`config.mk`:
```
export PLATFORM = sky130hd
export DESIGN_NAME = approx_mul_err_monitor
export DESIGN_NICKNAME = d
export VERILOG_FILES = /design/src/rtl/approx_mul_err_monitor.sv
export SDC_FILE = /design/constraint.sdc
export NUM_CORES = 1
export LEC_CHECK = 0
export ABC_AREA = 0
export CAP_MARGIN = 30
export CORE_UTILIZATION = 35
export DETAILED_ROUTE_END_ITERATION = 6
export GPL_TIMING_DRIVEN = 0
export SYNTH_ARGS = -nofsm -noshare
export SYNTH_HDL_FRONTEND = slang
export SYNTH_SLANG_ARGS = --single-unit
export TNS_END_PERCENT = 1
```
`constraint.sdc`:
```
create_clock -name clk -period 9.9 [get_ports clk]
set_input_delay 1.98 -clock clk [delete_from_list [all_inputs] [get_ports clk]]
set_output_delay 1.98 -clock clk [all_outputs]
set_load 0.05 [all_outputs]
```
`src/rtl/approx_mul_err_monitor.sv`:
```
// approx_mul_err_monitor
// ---------------------------------------------------------------------------
// Error-characterisation stage for an 8x8 approximate multiplier. Each
// accepted sample (a, b, prod_approx) is compared against the exact product
// a*b. Over a window of SAMPLES products the block accumulates:
//   - err_cnt : number of samples with a nonzero error distance
//   - sum_ed  : sum of error distances (saturating at 2^SUM_W-1)
//   - max_ed  : largest error distance seen
// The error distance is ED = |a*b - prod_approx|.
//
// Ports
//   clk, rst       clock (rising edge) and asynchronous active-high reset
//   start          one-cycle pulse; honoured only in IDLE/DONE, clears stats
//   in_valid       a/b/prod_approx valid this cycle
//   in_ready       block accepts a sample this cycle
//   a, b           unsigned 8-bit operands
//   prod_approx    approximate product from the multiplier under test
//   busy           window open or pipeline draining
//   done           statistics final; held until the next start
//   sample_cnt     samples accepted in the current window
//   err_cnt        samples with nonzero error distance
//   sum_ed         saturating sum of error distances
//   max_ed         largest error distance in the window
//   state_dbg      current FSM state (IDLE=0, RUN=1, DRAIN=2, DONE=3)
//
// Handshake: a sample transfers on a rising edge where in_valid and in_ready
// are both 1. in_ready does not depend on in_valid. The source may hold or
// drop in_valid freely; gaps simply pass as bubbles through the pipeline.
// ---------------------------------------------------------------------------
module approx_mul_err_monitor #(
  parameter int SAMPLES = 256,
  parameter int SUM_W   = 32,
  parameter int CNT_W   = 16
) (
  input  logic             clk,
  input  logic             rst,
  input  logic             start,
  input  logic             in_valid,
  output logic             in_ready,
  input  logic [7:0]       a,
  input  logic [7:0]       b,
  input  logic [15:0]      prod_approx,
  output logic             busy,
  output logic             done,
  output logic [CNT_W-1:0] sample_cnt,
  output logic [CNT_W-1:0] err_cnt,
  output logic [SUM_W-1:0] sum_ed,
  output logic [15:0]      max_ed,
  output logic [1:0]       state_dbg
);

  typedef enum logic [1:0] {
    IDLE  = 2'd0,
    RUN   = 2'd1,
    DRAIN = 2'd2,
    DONE  = 2'd3
  } state_t;

  state_t state_q, state_d;

  logic             accept;
  logic             clear_stats;

  logic             s1_valid_q;
  logic [15:0]      s1_exact_q;
  logic [15:0]      s1_approx_q;
  logic             s2_valid_q;
  logic [15:0]      s2_ed_q;

  logic [CNT_W-1:0] sample_cnt_q, sample_cnt_d;
  logic [CNT_W-1:0] err_cnt_q, err_cnt_d;
  logic [SUM_W-1:0] sum_ed_q, sum_ed_d;
  logic [15:0]      max_ed_q, max_ed_d;

  logic [15:0]      exact_prod;
  logic [15:0]      ed_val;
  logic [SUM_W:0]   sum_wide;

  // Zero-extend before multiplying so the full 16-bit product is kept.
  assign exact_prod = {8'd0, a} * {8'd0, b};

  assign ed_val = (s1_exact_q >= s1_approx_q) ? (s1_exact_q - s1_approx_q)
                                              : (s1_approx_q - s1_exact_q);

  // One extra bit catches the carry; a carry means the sum saturates. Once at
  // all-ones any nonzero ED carries again, so saturation is sticky.
  assign sum_wide = (SUM_W+1)'(sum_ed_q) + (SUM_W+1)'(s2_ed_q);

  // FSM: next state and per-state outputs.
  always_comb begin
    state_d     = state_q;
    in_ready    = 1'b0;
    busy        = 1'b0;
    done        = 1'b0;
    accept      = 1'b0;
    clear_stats = 1'b0;
    case (state_q)
      IDLE: begin
        if (start) begin
          state_d     = RUN;
          clear_stats = 1'b1;
        end
      end
      RUN: begin
        busy     = 1'b1;
        in_ready = (sample_cnt_q < CNT_W'(SAMPLES));
        accept   = in_valid & in_ready;
        if (accept && (sample_cnt_q == CNT_W'(SAMPLES - 1))) begin
          state_d = DRAIN;
        end
      end
      DRAIN: begin
        busy = 1'b1;
        // No accepts happen here, so S1 empty now means both stages are
        // empty after this edge (S2 retires its last sample on this edge).
        if (!s1_valid_q) begin
          state_d = DONE;
        end
      end
      DONE: begin
        done = 1'b1;
        if (start) begin
          state_d     = RUN;
          clear_stats = 1'b1;
        end
      end
      default: state_d = IDLE;
    endcase
  end

  // Statistics next-state.
  always_comb begin
    sample_cnt_d = sample_cnt_q;
    err_cnt_d    = err_cnt_q;
    sum_ed_d     = sum_ed_q;
    max_ed_d     = max_ed_q;
    if (clear_stats) begin
      sample_cnt_d = '0;
      err_cnt_d    = '0;
      sum_ed_d     = '0;
      max_ed_d     = '0;
    end else begin
      if (accept) begin
        sample_cnt_d = sample_cnt_q + CNT_W'(1);
      end
      if (s2_valid_q) begin
        if (s2_ed_q != 16'd0) begin
          err_cnt_d = err_cnt_q + CNT_W'(1);
        end
        sum_ed_d = sum_wide[SUM_W] ? {SUM_W{1'b1}} : sum_wide[SUM_W-1:0];
        if (s2_ed_q > max_ed_q) begin
          max_ed_d = s2_ed_q;
        end
      end
    end
  end

  always_ff @(posedge clk or posedge rst) begin
    if (rst) begin
      state_q      <= IDLE;
      s1_valid_q   <= 1'b0;
      s1_exact_q   <= '0;
      s1_approx_q  <= '0;
      s2_valid_q   <= 1'b0;
      s2_ed_q      <= '0;
      sample_cnt_q <= '0;
      err_cnt_q    <= '0;
      sum_ed_q     <= '0;
      max_ed_q     <= '0;
    end else begin
      state_q      <= state_d;
      s1_valid_q   <= accept;
      s1_exact_q   <= exact_prod;
      s1_approx_q  <= prod_approx;
      s2_valid_q   <= s1_valid_q;
      s2_ed_q      <= ed_val;
      sample_cnt_q <= sample_cnt_d;
      err_cnt_q    <= err_cnt_d;
      sum_ed_q     <= sum_ed_d;
      max_ed_q     <= max_ed_d;
    end
  end

  assign sample_cnt = sample_cnt_q;
  assign err_cnt    = err_cnt_q;
  assign sum_ed     = sum_ed_q;
  assign max_ed     = max_ed_q;
  assign state_dbg  = state_q;

endmodule

```
==> results.md, run 1 <==
- Status: finished clean
- CP Launch Type: input pin
- Crit path from: a[1]
- Die Ht: 170 µm
- CTS tree: done
- CTS clk-pin slew, worst paths: 0.06 ns
- Via Count: 7941
- PortBufs: 120
- Antenna-violating nets left: 0
- Reg2reg start: s2_ed_q[0]$_DFF_PP0_
- DRC Markers: 0
- Via density: 4.97
- Static Leak: 5.71 nW
- Top_reg_cell synth: dfrtp_1
- Initial antenna violation count: 0
- Synthesized area: 9870 µm²
- Layout area overhead: 23.7%
- Ranking of synthesized cells by area: dfrtp_1, ha_1, fa_1, inv_1, and2_1
- Die width: 170 µm
- GRT Util Overall: 0.166
- GP Congestion: 0.930
- Logic gate share of total power: 0.575
- # rows: 61
- Max Fclk: 158 MHz
- Clock power frac: 0.188
- Maximum clock path buffer count: 2
- Num CTS Buffers: 17
- Internal Power: 1.92 mW
- TNS Setup: 0 ns
- Hold Startpoint: s1_valid_q$_DFF_PP0_
- Slew Viols, Final: 0
- Switching share of power: 0.455
- Syn avg cell area: 9.25 µm²
- Antenna diode instance count: 0
- First-pass DRT Iterations: 5
- Root buf cell: clkbuf_16
- Crit path max fanout: 8
- Die area: 28900 µm²
- Slowest CP cell: clkdlybuf4s50_1
- Unique masters post-synth: 66
- DRT iter0 DRCs: 408
- Max transition margin: 0.493
- Seq pwr share: 0.237
- CTS Hold Bufs: 0
- Layout Skew: 0.00829 ns
- Unrepaired setup endpoints after global routing: no
- Final core occ: 0.439
- Ports: 121
- Vias in the first global route: 7847
- First-pass GRT wire length: 38400 µm
- H-tree lvl count: 4
- Final Cycle Share: 0.639
- Crit Path Category: in2reg
- Sw power: 1.60 mW
- Yosys reg bits: 132
- Critical Path Most Common Cell: fa_1
- Cell family with most CP delay: adder cells
- Synth Instances: 1066
- Class of the worst hold path: reg2reg
- Commonest cells post-synth: dfrtp_1, inv_1, ha_1
- Routed len/inst: 14.3 µm
- Fillers: 2761
- Worst Setup End Kind: flip-flop
- Hpwl dp: 18100 µm
- Post-Syn Nets: 1246
- GR Overflow Total: 0
- Share of flip-flops with an asynchronous set or reset: 1.00
- Max cap viols: 0
- Crit path time final: 6.33 ns
- Post-CTS Setup Inserts: 0
- Final hold vios: 0
- Number of synthesized flops with an enable pin: 0
- Detailed-route wire length: 22800 µm
- CTS Sinks: 132
- Largest net degree at the start of global routing: 83
- CTS resizes: 0
- Worst EP required: 10.23 ns
- Register area share after synthesis: 0.335
- Nets: 1386
- Core footprint: 27800 µm²
- Synth top area share: 0.335
- Initial Util: 0.355
- Synth area leader: dfrtp_1
- Peak VDD IR: 0.129 mV
- Critical Path, Cell by Cell: clkdlybuf4s50_1 > and2_1 > fa_1 > fa_1 > inv_1 > fa_1 > fa_1 > inv_1 > ha_1 > o21a_1 > o21ai_0 > nand2b_1 > a31o_2 > a41o_1 > o41ai_1 > xnor2_1
- Delay of the slowest critical-path stage: 0.56 ns
- Clk Latency, worst-skew pair: 0.42 ns
- Layout cells sized above 1: 0.0484
- Endpoints failing setup: 0
- Buf/Inv on CP: 3
- PwrDens: 289 nW/µm²
- Most frequent cell after synthesis: dfrtp_1
- Least-Margin Pin Slew: 0.754 ns
- Critical Path AT: 6.67 ns
- Yosys warning count: 0
power groups by stage:
| stage | registers, mW | logic, mW | clock network (mW) |
|---|---|---|---|
| finish | 0.835 | 2.03 | 0.665 |
| detailed placement | 0.845 | 2.03 | 0 |
| global route | 0.855 | 2.28 | 0.706 |
| CTS | 0.836 | 2.04 | 0.682 |
| global placement | 0.843 | 2.00 | 0 |
| floorplan | 1.03 | 1.32 | 0 |
state kept, by name, summed over array words and instances (netlist names):
register and count:
max_ed 16, sum_ed 32, s1_approx_q 16, s2_valid_q 1
s2_ed_q 16, s1_valid_q 1, state_dbg 2, sample_cnt 16
err_cnt 16, s1_exact_q 16
path summary, 6_finish.rpt:
check	depth (start not counted)	slack [ns]	end
worst max-delay path	16	3.57	s1_exact_q[15]$_DFF_PP0_
worst min-delay path	0	0.40	s2_valid_q$_DFF_PP0_
worst max register to register	11	6.63	sum_ed[20]$_DFFE_PP0P_
worst min register to register	0	0.40	s2_valid_q$_DFF_PP0_
max in group asynchronous	3	7.19	s2_ed_q[7]$_DFF_PP0_
min in group asynchronous	2	1.97	err_cnt[11]$_DFFE_PP0P_
logic make-up (layout without fill, tap and decap cells):
group | after synthesis | count (layout) | synth area share
flops | 132 | 132 | 0.335
fa+ha+maj | 144 | 144 | 0.212
compound gates | 249 | 249 | 0.166
mux | 11 | 11 | 0.0113
xor+xnor | 56 | 56 | 0.0497
simple gates | 318 | 318 | 0.164
buf+inv | 156 | 309 | 0.0616
per-layer routing:
metal | part of all wire | vias to the layer above | global-route usage | routed length (µm)
met5 | 0 | - | 0 | 0
met4 | 0.017 | 0 | 0.0529 | 389
met3 | 0.039 | 27 | 0.0242 | 879
met2 | 0.48 | 165 | 0.283 | 10900
met1 | 0.47 | 3779 | 0.214 | 10600
li1 | - | 3970 | - | -
per-stage QoR:
| stage | setup slack, ns | hold WS, ns | cells | area, µm² | power [mW] |
|---|---|---|---|---|---|
| after floorplan | 4.07 | 0.354 | 1066 | 9870 | 2.35 |
| after global placement | 2.61 | 0.393 | 1564 | 11500 | 2.84 |
| after detailed placement | 3.15 | 0.383 | 1565 | 11600 | 2.87 |
| after CTS | 3.59 | 0.410 | 1597 | 12200 | 3.56 |
| after global routing | 3.31 | 0.420 | 1597 | 12200 | 3.84 |
| final | 3.57 | 0.402 | 1597 | 12200 | 3.53 |
placed cells by master, fill, tap and decap left out, types with 25 or more instances in the layout:
cell             count
o21ai_0             62
dfrtp_1            132
clkbuf_1            26
inv_1              122
a31oi_1             25
a21o_1              34
a21oi_1             59
ha_1               105
fa_1                39
and2_1              62
clkdlybuf4s50_1    120
nor2_1              65
xnor2_1             28
nand2_1             61
xor2_1              28
nand3_1             46
final cells by class:
cell class | instances | area (µm²) | share of cell area
well taps | 378 | 473 | 0.0388
multi-input cells | 778 | 5950 | 0.488
flip-flops and latches | 132 | 3300 | 0.271
repair buffers | 121 | 1230 | 0.101
clock buffers | 18 | 429 | 0.0352
inverters | 123 | 467 | 0.0382
plain buffers | 33 | 146 | 0.0120
clock inverters | 14 | 200 | 0.0164
No activity file was read; power rests on OpenSTA's default activity.
==> inputs of run 2 (changes only) <==
==> constraint.sdc (replaced) <==
create_clock -name clk -period 5.2 [get_ports clk]
set_input_delay 1.04 -clock clk [delete_from_list [all_inputs] [get_ports clk]]
set_output_delay 1.04 -clock clk [all_outputs]
set_load 0.05 [all_outputs]
==> run 2 against run 1 <==
Compared with the run above:
- worst hold slack is essentially flat
- sequential cell count is the same
- final cell count is the same
- critical endpoint unchanged
- largest power group unchanged
==> results.md, run 2 (synthesis gave the netlist of run 1 again) <==
- Status: finished clean
- Class of the worst hold path: reg2reg
- Antenna-violating nets left: 0 (unchanged)
- Internal Power: 3.66 mW (+90%)
- Logic gate share of total power: 0.575 (about the same)
- Switching share of power: 0.455 (+0.000554)
- Sw power: 3.06 mW (+91%)
- Final core occ: 0.439 (about the same)
- Cell area after layout: 12200 µm² (about the same)
- Layout area overhead: 23.7% (about the same)
- DRT iter0 DRCs: 409 (+0.25%)
- Final Worst Setup Slack: 0.187 ns (-3.38 ns)
- Crit Path Category: in2reg
- Clk Latency, worst-skew pair: 0.42 ns (about the same)
- CTS tree: done
- Commonest non-fill, non-tap cell in the layout: dfrtp_1
- CP Launch Type: input pin
- Num CTS Buffers: 17 (unchanged)
- Initial antenna violation count: 0 (unchanged)
- Final hold vios: 0 (unchanged)
- PwrDens: 551 nW/µm² (+90%)
- Commonest non-fill, non-tap cells in the layout: dfrtp_1, inv_1, clkdlybuf4s50_1, ha_1, nor2_1
- Static Leak: 5.79 nW (+1.5%)
- Worst Setup End Kind: flip-flop
- Peak VDD IR: 0.245 mV (+90%)
- Maximum clock path buffer count: 2 (unchanged)
- First-pass GRT wire length: 38500 µm (+0.12%)
- CTS clk-pin slew, worst paths: 0.06 ns (about the same)
- Slew Viols, Final: 0 (unchanged)
- First-pass DRT Iterations: 5 (unchanged)
- Final Cycle Share: 0.964
- H-tree lvl count: 4 (unchanged)
- GR Overflow Total: 0 (unchanged)
- Max Fclk: 199 MHz
- Root buf cell: clkbuf_16
- Area of the multi-input gates: 5960 µm² (+0.13%)
- Vias in the first global route: 7849 (+0.025%)
- Routed len/inst: 14.3 µm (+0.53%)
- Initial Util: 0.355 (unchanged)
- Core footprint: 27800 µm² (unchanged)
- Least-Margin Pin Slew: 0.767 ns (+0.0130 ns)
- Worst EP required: 5.53 ns (-4.70 ns)
- Die area: 28900 µm² (unchanged)
- PortBufs: 120 (unchanged)
- Dpl cell area: 11600 µm² (unchanged)
- Seq pwr share: 0.237 (about the same)
- Register Area: 3300 µm² (unchanged)
- Nets: 1386 (unchanged)
- Crit path time final: 5.01 ns
- Post-CTS Setup Inserts: 0 (unchanged)
- GRT Util Overall: 0.166 (+0.000303)
- Via density: 5.00 (+0.57%)
- Endpoints failing setup: 0 (unchanged)
- CTS Sinks: 132 (unchanged)
- Clock power frac: 0.188 (about the same)
- Ports: 121 (unchanged)
- Hpwl dp: 18100 µm (unchanged)
- Unrepaired setup endpoints after global routing: no
- CTS Hold Bufs: 0 (unchanged)
- DRC Markers: 0 (unchanged)
- Critical Path AT: 5.35 ns (-1.32 ns)
- Crit path max fanout: 8 (unchanged)
- GP Congestion: 0.930 (unchanged)
- Fillers: 2760 (-0.036%)
- Via Count: 7986 (+0.57%)
- Largest net degree at the start of global routing: 83 (unchanged)
- Detailed-route wire length: 22900 µm (+0.53%)
- Layout cells sized above 1: 0.0533 (+0.00492)
- Die Ht: 170 µm (unchanged)
- Antenna diode instance count: 0 (unchanged)
- Max transition margin: 0.484 (-0.00874)
- Die width: 170 µm (unchanged)
- Layout Skew: 0.00879 ns (+0.000500 ns)
- Dpl ws: -0.611 ns (-3.76 ns)
- # rows: 61 (unchanged)
- Max FFs per register: 32 (unchanged)
- Max cap viols: 0 (unchanged)
-- run 2: changes by cell type in the layout (fill, tap and decap cells not counted), sizes merged --
cell / before / now
clkbuf: 43 / 48
dlygate4sd2: 0 / 1
clkdlybuf4s50: 120 / 106
dlymetal6s2s: 0 / 8
-- run 2: stage by stage --
step | hold slack, ns | std cells | TNS, ns | total power [mW]
global placement | 0.393 | 1564 | -151.84 | 5.41
detailed placement | 0.383 | 1565 | -1.29 | 5.47
CTS | 0.410 | 1597 | 0 | 6.77
global route | 0.420 | 1597 | 0 | 7.31
floorplan | 0.354 | 1066 | 0 | 4.47
finish | 0.402 | 1597 | 0 | 6.72
-- run 2: metal layers --
metal,GRT usage,share of wire,up-vias
met5,0,0,-
met4,0.0529,0.019,0
met3,0.0242,0.036,31
met2,0.285,0.48,174
met1,0.214,0.47,3810
li1,-,-,3971
-- run 2: final timing paths --
path	start	to	slack, ns	cells past startpoint
setup / recovery	a[3]	s1_exact_q[15]$_DFF_PP0_	0.19	16
hold / removal	s1_valid_q$_DFF_PP0_	s2_valid_q$_DFF_PP0_	0.40	0
setup reg to reg	s2_ed_q[0]$_DFF_PP0_	sum_ed[20]$_DFFE_PP0P_	1.91	11
hold reg to reg	s1_valid_q$_DFF_PP0_	s2_valid_q$_DFF_PP0_	0.40	0
max in group asynchronous	rst	s2_ed_q[7]$_DFF_PP0_	3.43	3
min in group asynchronous	rst	err_cnt[11]$_DFFE_PP0P_	1.03	2
-- run 2: final cells by class --
| type | count | area share |
|---|---|---|
| Clock inverter | 14 | 0.0164 |
| Timing Repair Buffer | 121 | 0.100 |
| Inverter | 123 | 0.0382 |
| Tap cell | 378 | 0.0388 |
| Multi-Input combinational cell | 778 | 0.489 |
| Buffer | 33 | 0.0120 |
| Clock buffer | 18 | 0.0352 |
| Sequential cell | 132 | 0.271 |
-- run 2: timing repair --
| item | in CTS | in global routing |
|---|---|---|
| cloned | 0 | 0 |
| endpoints found under the setup margin | 1 | 2 |
| pin swaps | 0 | 1 |
| resized for setup | 7 | 19 |
| hold endpoints to repair | 0 | 0 |
-- run 2: critical path, stage by stage --
cell and delay, ns:
dlygate4sd2_1 0.33, and2_1 0.19, fa_1 0.39, fa_1 0.55
inv_1 0.06, fa_1 0.46, fa_1 0.54, inv_1 0.04
ha_1 0.32, o21a_1 0.13, o21ai_1 0.14, nand2b_1 0.09
a31o_2 0.26, a41o_1 0.29, o41ai_2 0.34, xnor2_1 0.16
-- run 2: power groups by stage --
| stage | Sequential [mW] | Clock, mW | Combinational (mW) |
|---|---|---|---|
| 2_1_floorplan | 1.95 | 0 | 2.52 |
| 3_3_place_gp | 1.60 | 0 | 3.80 |
| 3_5_place_dp | 1.61 | 0 | 3.86 |
| 4_1_cts | 1.59 | 1.30 | 3.88 |
| 5_1_grt | 1.63 | 1.34 | 4.33 |
| 6_report | 1.59 | 1.27 | 3.86 |
==> inputs of run 3 (changes only) <==
--- a/config.mk
+++ b/config.mk
@@ -7,6 +7,7 @@
 export LEC_CHECK = 0
 export ABC_AREA = 0
 export CAP_MARGIN = 30
+export CORE_MARGIN = 8
 export CORE_UTILIZATION = 35
 export DETAILED_ROUTE_END_ITERATION = 6
 export GPL_TIMING_DRIVEN = 0
==> run 3 against run 2 <==
Compared with the run above:
- via count decreased by 0.48%
- worst hold slack got worse by 0.0076 ns
- clock skew increased by 0.0010 ns
- sequential share of layout area about the same
- global-route usage decreased by 2.4 points
- maximum frequency increased by 1.1%
- wire length increased by 3.1%
- total power increased by 0.94%
- non-clock buffer count unchanged
- critical path type unchanged
- largest power group unchanged
- highest routed layer unchanged
==> results.md, run 3 (synthesis gave the netlist of run 1 again) <==
- Status: finished clean
- Fin cells: 1597 (unchanged)
- Design Power: 6.78 mW (+0.94%)
- Placed cell count: 1565 (unchanged)
- Maximum clock path buffer count: 2 (unchanged)
- Final hold vios: 0 (unchanged)
- GRT Util Overall: 0.142 (-0.0238)
- Die Ht: 184 µm (+8.2%)
- TNS Setup: 0 ns (unchanged)
- Max transition margin: 0.473 (-0.0107)
- Static Leak: 5.81 nW (+0.21%)
- Crit Path Category: in2reg
- Worst Setup End Kind: flip-flop
- Initial Util: 0.355 (unchanged)
- Die width: 184 µm (+8.2%)
- Largest net degree at the start of global routing: 69 (-17%)
- DRT iter0 DRCs: 392 (-4.2%)
- Unrepaired setup endpoints after global routing: no
- Final core occ: 0.440 (+0.000811)
- Routed len/inst: 14.8 µm (+3.1%)
- Class of the worst hold path: reg2reg
- FF-to-FF setup slack: 1.97 ns (+0.06 ns)
- Area of the multi-input gates: 5960 µm² (unchanged)
- Crit path time final: 4.96 ns (-0.0534 ns)
- CTS Sinks: 132 (unchanged)
- PortBufs: 120 (unchanged)
- Final Cycle Share: 0.954 (-0.0103)
- Endpoints failing setup: 0 (unchanged)
- First-pass GRT wire length: 39900 µm (+3.6%)
- Via density: 4.98 (-0.48%)
- Least-Margin Pin Slew: 0.780 ns (+0.0123 ns)
- Nets: 1386 (unchanged)
- Initial antenna violation count: 0 (unchanged)
- Ports: 121 (unchanged)
- Max Fclk: 202 MHz (+1.1%)
- Root buf cell: clkbuf_16
- Critical Path AT: 5.29 ns (-0.06 ns)
- Layout Skew: 0.00983 ns (+0.00104 ns)
- First-pass DRT Iterations: 5 (unchanged)
- Worst EP required: 5.53 ns (about the same)
- Hpwl dp: 18900 µm (+4.6%)
- Commonest non-fill, non-tap cell in the layout: dfrtp_1
- Core footprint: 27800 µm² (unchanged)
- CTS clk-pin slew, worst paths: 0.06 ns (about the same)
- Peak VDD IR: 0.236 mV (-3.7%)
- Max FFs per register: 32 (unchanged)
- Slew Viols, Final: 0 (unchanged)
- Num CTS Buffers: 17 (unchanged)
- Die area: 33800 µm² (+17%)
- DRC Markers: 0 (unchanged)
- CTS tree: done
- PwrDens: 555 nW/µm² (+0.75%)
- Max cap viols: 0 (unchanged)
- Commonest non-fill, non-tap cells in the layout: dfrtp_1, inv_1, clkdlybuf4s50_1, ha_1, nor2_1
- Antenna-violating nets left: 0 (unchanged)
- Layout cells sized above 1: 0.0541 (+0.000820)
- H-tree lvl count: 4 (unchanged)
- Layout area overhead: 23.9%
- GP Congestion: 0.905 (-2.6%)
- Antenna diode instance count: 0 (unchanged)
- Crit path max fanout: 8 (unchanged)
- Clk Latency, worst-skew pair: 0.41 ns (about the same)
- Vias in the first global route: 8104 (+3.2%)
- Post-CTS Setup Inserts: 0 (unchanged)
- CP Launch Type: input pin
- Register Area: 3300 µm² (unchanged)
- # rows: 61 (unchanged)
- Via Count: 7948 (-0.48%)
- Detailed-route wire length: 23600 µm (+3.1%)
- Fillers: 2758 (-0.072%)
- GR Overflow Total: 0 (unchanged)
==> run 3: cell types whose count changed in the layout (fill, tap and decap cells not counted) <==
| cell | previous run | this run |
|---|---|---|
| dlygate4sd2_1 | 1 | 0 |
| clkbuf_2 | 5 | 6 |
| inv_6 | 5 | 3 |
| clkinv_2 | 1 | 0 |
| clkinv_4 | 2 | 5 |
| clkinvlp_4 | 3 | 2 |
| bufinv_16 | 4 | 5 |
==> run 3: repair_timing <==
item,4_1_cts,5_1_grt
resized for setup,7,21
pin swaps,0,1
setup endpoints to repair,1,2
gates cloned,0,0
hold buffers,0,0
==> run 3: report_power, final <==
part / switching (mW) / leakage, nW / internal (mW)
combinational: 2.33 / 3.79 / 1.55
clock: 0.458 / 0.311 / 0.857
sequential: 0.285 / 1.71 / 1.30
==> run 3: stage by stage <==
stage / hold slack [ns] / cell area (µm²) / worst slack, ns
global route: 0.425 / 12200 / 0.0264
CTS: 0.403 / 12200 / 0.00945
floorplan: 0.354 / 9870 / 0.311
global placement: 0.396 / 11500 / -1.19
finish: 0.395 / 12200 / 0.240
detailed placement: 0.389 / 11600 / -0.553
==> run 3: metal layers <==
layer | share of wire | global-route usage | up-vias
met2 | 0.48 | 0.247 | 171
met4 | 0.019 | 0.0474 | 0
met1 | 0.46 | 0.175 | 3779
met3 | 0.043 | 0.0257 | 30
met5 | 0 | 0 | -
li1 | - | - | 3968
==> run 3: final timing paths <==
path / start / endpoint / cells after the start
worst min-delay path: s1_valid_q$_DFF_PP0_ / s2_valid_q$_DFF_PP0_ / 0
min in group asynchronous: rst / err_cnt[8]$_DFFE_PP0P_ / 2
worst max-delay path: b[6] / s1_exact_q[15]$_DFF_PP0_ / 16
max in group asynchronous: rst / s2_ed_q[6]$_DFF_PP0_ / 3
worst max register to register: s2_ed_q[0]$_DFF_PP0_ / sum_ed[26]$_DFFE_PP0P_ / 11
worst min register to register: s1_valid_q$_DFF_PP0_ / s2_valid_q$_DFF_PP0_ / 0
==> run 3: area by class of cell <==
cell class / instances / area share
inverters: 123 / 0.0382
flip-flops and latches: 132 / 0.270
clock inverters: 14 / 0.0185
multi-input cells: 778 / 0.488
plain buffers: 33 / 0.0120
repair buffers: 121 / 0.0997
clock buffers: 18 / 0.0351
well taps: 378 / 0.0387
==> run 3: critical path: stages <==
cell and delay [ns]:
dlymetal6s2s_1 0.25, nand2_1 0.12, fa_1 0.51, fa_1 0.55
inv_1 0.05, fa_1 0.52, inv_1 0.05, fa_1 0.52
inv_1 0.04, ha_1 0.33, o21ai_1 0.11, nand2b_1 0.09
a31o_2 0.27, a41o_1 0.28, o41ai_2 0.39, xnor2_1 0.16
